<file path="config.mk">
export PLATFORM = sky130hd
export DESIGN_NAME = regfile_wb_arbiter
export DESIGN_NICKNAME = d
export VERILOG_FILES = /design/src/rtl/regfile_wb_arbiter.sv
export SDC_FILE = /design/constraint.sdc
export NUM_CORES = 1
export LEC_CHECK = 0
export ABC_AREA = 1
export CAP_MARGIN = 20
export CORE_UTILIZATION = 52
export CTS_CLUSTER_SIZE = 25
export DETAILED_ROUTE_END_ITERATION = 10
export PLACE_DENSITY = 0.91
export SLEW_MARGIN = 5
export SYNTH_ARGS = -nofsm -noshare
export SYNTH_HDL_FRONTEND = slang
export SYNTH_SLANG_ARGS = --single-unit
</file>
<file path="constraint.sdc">
create_clock -name clk -period 4.34 [get_ports clk]
set_input_delay 0.651 -clock clk [delete_from_list [all_inputs] [get_ports clk]]
set_output_delay 0.651 -clock clk [all_outputs]
set_load 0.03 [all_outputs]
</file>
<file path="src/rtl/regfile_wb_arbiter.sv">
// Writeback arbiter merging ALU (A) and memory-load (B) results into one
// register-file write port. Each side has a one-entry buffer feeding a registered write stage.
module regfile_wb_arbiter #(
    parameter int WIDTH = 32
) (
    input  logic             clk,
    input  logic             rst_n,
    input  logic             a_valid,
    output logic             a_ready,
    input  logic [4:0]       a_addr,
    input  logic [WIDTH-1:0] a_data,
    input  logic             b_valid,
    output logic             b_ready,
    input  logic [4:0]       b_addr,
    input  logic [WIDTH-1:0] b_data,
    output logic             rf_we,
    output logic [4:0]       rf_waddr,
    output logic [WIDTH-1:0] rf_wdata,
    output logic [31:0]      busy_mask
);

    logic             a_full, b_full;
    logic [4:0]       a_addr_q, b_addr_q;
    logic [WIDTH-1:0] a_data_q, b_data_q;
    logic             a_young, b_young;
    logic             prio_b;

    logic             grant_a, grant_b;
    logic             a_load, b_load;
    logic             a_stays, b_stays;
    logic             contended;
    logic [4:0]       sel_addr;
    logic [WIDTH-1:0] sel_data;

    // Same-address collisions are ordered by age so the later write lands last;
    // only different-address collisions move the round-robin pointer.
    always_comb begin
        grant_a = 1'b0;
        grant_b = 1'b0;
        if (a_full && b_full) begin
            if (a_addr_q == b_addr_q) begin
                if (a_young && !b_young) begin
                    grant_b = 1'b1;
                end else begin
                    grant_a = 1'b1;
                end
            end else if (prio_b) begin
                grant_b = 1'b1;
            end else begin
                grant_a = 1'b1;
            end
        end else if (a_full) begin
            grant_a = 1'b1;
        end else if (b_full) begin
            grant_b = 1'b1;
        end
    end

    assign contended = a_full && b_full && (a_addr_q != b_addr_q);
    assign a_ready   = !a_full || grant_a;
    assign b_ready   = !b_full || grant_b;
    assign a_load    = a_valid && a_ready;
    assign b_load    = b_valid && b_ready;
    assign a_stays   = a_full && !grant_a;
    assign b_stays   = b_full && !grant_b;
    assign sel_addr  = grant_b ? b_addr_q : a_addr_q;
    assign sel_data  = grant_b ? b_data_q : a_data_q;

    always_ff @(posedge clk) begin
        if (!rst_n) begin
            a_full   <= 1'b0;
            b_full   <= 1'b0;
            a_addr_q <= '0;
            b_addr_q <= '0;
            a_data_q <= '0;
            b_data_q <= '0;
            a_young  <= 1'b0;
            b_young  <= 1'b0;
            prio_b   <= 1'b0;
            rf_we    <= 1'b0;
            rf_waddr <= '0;
            rf_wdata <= '0;
        end else begin
            // An entry loaded next to a waiting entry is younger than it.
            if (a_load) begin
                a_full   <= 1'b1;
                a_addr_q <= a_addr;
                a_data_q <= a_data;
                a_young  <= b_stays;
            end else if (grant_a) begin
                a_full  <= 1'b0;
                a_young <= 1'b0;
            end else if (b_load && a_stays) begin
                a_young <= 1'b0;
            end

            if (b_load) begin
                b_full   <= 1'b1;
                b_addr_q <= b_addr;
                b_data_q <= b_data;
                b_young  <= a_stays;
            end else if (grant_b) begin
                b_full  <= 1'b0;
                b_young <= 1'b0;
            end else if (a_load && b_stays) begin
                b_young <= 1'b0;
            end

            if (contended) begin
                prio_b <= grant_a;
            end

            // Writes to r0 are consumed but never reach the register file.
            if (grant_a || grant_b) begin
                rf_we    <= (sel_addr != 5'd0);
                rf_waddr <= sel_addr;
                rf_wdata <= sel_data;
            end else begin
                rf_we <= 1'b0;
            end
        end
    end

    always_comb begin
        busy_mask = '0;
        if (a_full) begin
            busy_mask = busy_mask | (32'd1 << a_addr_q);
        end
        if (b_full) begin
            busy_mask = busy_mask | (32'd1 << b_addr_q);
        end
        if (rf_we) begin
            busy_mask = busy_mask | (32'd1 << rf_waddr);
        end
        busy_mask[0] = 1'b0;
    end

endmodule

</file>
# Yosys cells after proc, flatten, opt, wreduce, memory -nomap -nowiden
# Index checks and enable logic that the tools add are counted.
[word_totals]
ff_bits = 117
word_cells = 68
output_inout_bits = 72
input_bits = 78
[op_classes]
shift = 3
bitwise = 2
n_eq_ne = 2
n_reduce_logical = 23
muxes = 26
[ops]
columns = ["operator", "count"]
rows = [
  ["2-to-1 mux 32 bit", 4],
  ["<< shifter 1 x 5 -> 32 bit, first input constant", 3],
  ["OR 32 bit", 2],
  ["2-to-1 mux 1 bit", 21],
  ["logical AND 1 bit", 9],
  ["nonzero test 3 bit", 2],
  ["equality test 5 bit", 1],
  ["zero test 1 bit", 5],
  ["2-to-1 mux 5 bit", 1],
  ["inequality test 5 bit", 1],
  ["nonzero test 5 bit", 1],
  ["nonzero test 2 bit", 2],
  ["logical OR 1 bit", 3],
  ["AND reduction 2 bit", 1],
]

# Depth between registers and ports, before layout
[logic_depth]
word_depth = 11
depth_mapped = 14
ltp_nobuf = 13

# Least setup slack after synthesis
# Ideal clock, no wire load.
[synth_timing]
path_kind = "register to output"
start = "register b_addr_q[0]"
end = "output port busy_mask[15]"
arrival_ps = 1921
path_slack_ps = 1768
path_stages_with_launch = 5
cell_sequence = "dfxtp_1 inv_1 nor3_1 inv_1 o311ai_0"
[synth_between]
elab_chain_cells = 5
[synth_rtl]
columns = ["item", "line", "text"]
rows = [
  ["start, declared", "23", "logic [4:0] a_addr_q, b_addr_q;"],
  ["start signal, assigned", "99", "b_addr_q <= b_addr;"],
  ["<< shifter 1 x 5 -> 32 bit (*)", "130", "busy_mask = busy_mask | (32'd1 << b_addr_q);"],
  ["OR 32 bit (*)", "130", ""],
  ["2-to-1 mux 32 bit (*)", "129", "if (b_full) begin"],
  ["OR 32 bit", "133", "busy_mask = busy_mask | (32'd1 << rf_waddr);"],
  ["2-to-1 mux 32 bit (*)", "132", "if (rf_we) begin"],
  ["end, declared", "19", "output logic [31:0] busy_mask"],
]
# Every way passes the cells marked *; elsewhere a longest branch is shown, timed or not.

# Final worst setup path
[layout_timing]
start = "register a_full"
end = "output port busy_mask[2]"
[layout_between]
elab_chain_cells = 5
[layout_rtl]
columns = ["item", "line", "text"]
rows = [
  ["start, declared", "22", "logic a_full, b_full;"],
  ["start signal, assigned", "71", "a_full <= 1'b0;"],
  ["start signal, assigned", "86", "a_full <= 1'b1;"],
  ["start signal, assigned", "91", "a_full <= 1'b0;"],
  ["2-to-1 mux 32 bit (*)", "126", "if (a_full) begin"],
  ["OR 32 bit", "130", ""],
  ["2-to-1 mux 32 bit (*)", "129", ""],
  ["OR 32 bit", "133", ""],
  ["2-to-1 mux 32 bit (*)", "132", ""],
]
# Marks and branches as above.

==> results.md <==
* Status: completed
* Hold buffer count at cts at 0
* CTS root buffer: clkbuf_8
* DR vias at 6182
* Post-CTS Repair Setup Buffers at 0
* Hold WS at 0.460 ns
* Die span in x at 105 um
* Arrival time worst endpoint at 2.81 ns
* Yosys cell types at 30
* Synth Warn # at 0
* Dpl hpwl at 11.1 mm
* WP depth at 5
* Die footprint at 11000 sq um
* Share of cells above drive strength 1 at 6.40%
* Clk slew on worst S/H paths at 0.06 ns
* Yosys top cell area share at 42.6%
* Clk_lat worst skew at 0.51 ns
* Final ANT Viol Nets at 0
* Core footprint at 10300 sq um
* Post-synthesis mux area share at 0%
* Startpoint Class: flip-flop
* Slowest-stage cell, CP: clkdlybuf4s50_1
* Area contributors post-synth: dfxtp_1 43%, nor2_1 9.5%, nand2_1 9.1%, o21ai_0 9.0%, nand3_1 6.4%
* Initial antenna violation count at 0
* CTS tree: yes
* Utilization after layout at 72.8%
* Critical-path cell list: inv_1 > nor2_1 > nand2_1 > o221ai_1 > clkdlybuf4s50_1
* Slew margin rel. at 52.0%
* Grt peak-use layer: met2
* Lkg Pwr at 2.90 nW
* Resized Gates After CTS at 0
* Num rows at 37
* Mapped Cells at 786
* Post-Syn Area at 5500 sq um
* Setup CP Type: flip-flop to output port
* Vias per cell at 5.84
* Crit Path Max Fanout at 8
* Mapped Nets at 864
* Count leader, synth: nor2_1
* Async S/R FF share, synth at 0%
* FF+latch count, synth at 117
* Vias in the first global route at 5778
* Top Family by Delay on Critical Path: buffers and inverters
* DR pass1 iterations at 7
* Final number of hold-violating endpoints at 0
* Clock Skew at 0.00944 ns
* Peak supply drop at 0.000276 V
* # diodes at 0
* Mean Syn Cell Area at 6.99 sq um
* Fmax at 289 MHz
* Prevailing post-synth register cell: dfxtp_1
* Worst slew pin tran at 0.721 ns
* CTS max path bufs at 2
* Clock sinks at 117
* Effective utilization at floorplan at 53.5%
* First-pass GRT wire length at 27.6 mm
* Pin count of the biggest net entering global routing at 84
* Met1 usage at 37.9%
* M3 GR Usage at 5.99%
* Post-layout nets at 987
* Port bufs at 148
* Hold/Removal Path Class: flip-flop to flip-flop
* Critical Path End Type: output port
* WL/cell at 16.4 um
* Simple logic cell fraction of the synthesized area at 29.3%
* Final TNS setup at 0 ns
* Number of synthesized flops with an enable pin at 0
* Register area share after synthesis at 42.6%
* Routed WL at 17.4 mm
* Worst hold stages at 2
* Number of H-tree levels at 4
* GRT Total Usage at 31.3%
* Post-Synth XOR/XNOR Area at 0.159%
* Compound-Gate Fraction of Synth Area at 19.5%
* Setup violations, final at 0
* Number of max-cap violations at 0
* RSZ-0062 raised after global routing: no
* I/O pin count at 150
* Grt ovf at 0
* GR met2 Demand/Resource at 53.5%
* Num CTS Buffers at 17
* Pwr/cell area at 398 nW/um^2
* Synth top cells by count: 139 x nor2_1, 133 x nand2_1, 117 x dfxtp_1, 99 x o21ai_0, 70 x nand3_1
* Area growth syn-to-layout at 36.1%
* Max incr delay on CP at 0.72 ns
* Crit path time final at 3.46 ns
* GPL Wtd Cong at 0.937
* Worst Path Required at 3.69 ns
* Starting DRT DRC Count at 515
* Fin. max-slew vios at 0
* DIE HEIGHT at 105 um
* Fin crit share at 79.8%
* DRC Markers at 0
* CP Buf/Inv Count at 2
* Area share of fa/ha/maj cells after synthesis at 0%
* Largest family of logic cells by synthesized area: simple AND/OR/NAND/NOR gates
* Synth area leader: dfxtp_1
* Reg2Reg Depth at 10
power by group:
part	total (mW)	internal [mW]	switching, mW
logic	0.506	0.200	0.306
registers	1.22	1.15	0.0632
clock network	1.26	0.713	0.543
per-layer routing:
layer | vias to the layer above | wire length [um]
li1 | 2884 | -
met1 | 2860 | 6850
met2 | 376 | 8610
met3 | 62 | 1300
met4 | 0 | 613
met5 | - | 0
final timing paths:
check	from	slack (ns)	to
setup / recovery	a_full	0.88	busy_mask[2]
hold / removal	b_data_q[28]	0.46	b_data_q[28]
setup reg to reg	b_full	1.42	b_young
hold reg to reg	b_data_q[28]	0.46	b_data_q[28]
state kept, by name, indices dropped and copies added, names as in the netlist:
register	flops
b_data_q	32
b_addr_q	5
a_full	1
rf_waddr	5
a_data_q	32
b_full	1
a_addr_q	5
rf_wdata	32
a_young	1
rf_we	1
b_young	1
prio_b	1
cell families after synthesis:
kind of cell,Yosys count
AO/OA/AOI/OAI,192
XOR/XNOR,1
buffers and inverters,98
flip-flops,117
other,1
AND/OR/NAND/NOR,377
area by class of cell:
type / instances / area, sq um
clock buffer: 17 / 414
timing repair buffer: 155 / 1560
clock inverter: 15 / 125
sequential: 117 / 2340
tap: 136 / 170
fill: 838 / 2800
multi-input combinational: 571 / 2700
inverter: 47 / 176
worst register-to-register path: cells and delay by family, from the launching register on:
kind	cells	cell delay [ns]
flops	1	0.60
compound gates	1	0.11
simple gates	5	0.78
buf+inv	4	1.36
placed cells by master, fill, tap and decap left out, types with 3 or more instances in the layout:
cell type,synthesis,final
clkdlybuf4s50_1,0,147
nor2_1,139,138
nand2_1,133,133
dfxtp_1,117,117
o21ai_0,99,99
nand3_1,70,70
a21oi_1,48,48
inv_1,39,39
o221ai_1,18,18
nor3_1,17,17
clkbuf_16,0,16
o21ai_1,13,13
o311ai_0,8,8
o211ai_1,6,6
clkinvlp_4,0,6
inv_2,5,5
buf_4,5,5
nand2_2,4,4
clkinv_1,3,3
nor2_2,2,3
nand4_1,3,3
inv_6,0,3
clkinv_4,0,3
metrics by stage:
step	total power, mW	instance area, sq um	instances	setup WS, ns
after CTS	2.96	7440	1056	0.950
after global routing	3.08	7480	1058	0.720
after detailed placement	1.72	6900	1024	1.48
after floorplan	1.53	5500	786	1.77
final	2.98	7480	1058	0.876
after global placement	1.71	6900	1024	1.51
Note: power is estimated with default switching activity, not from simulation.
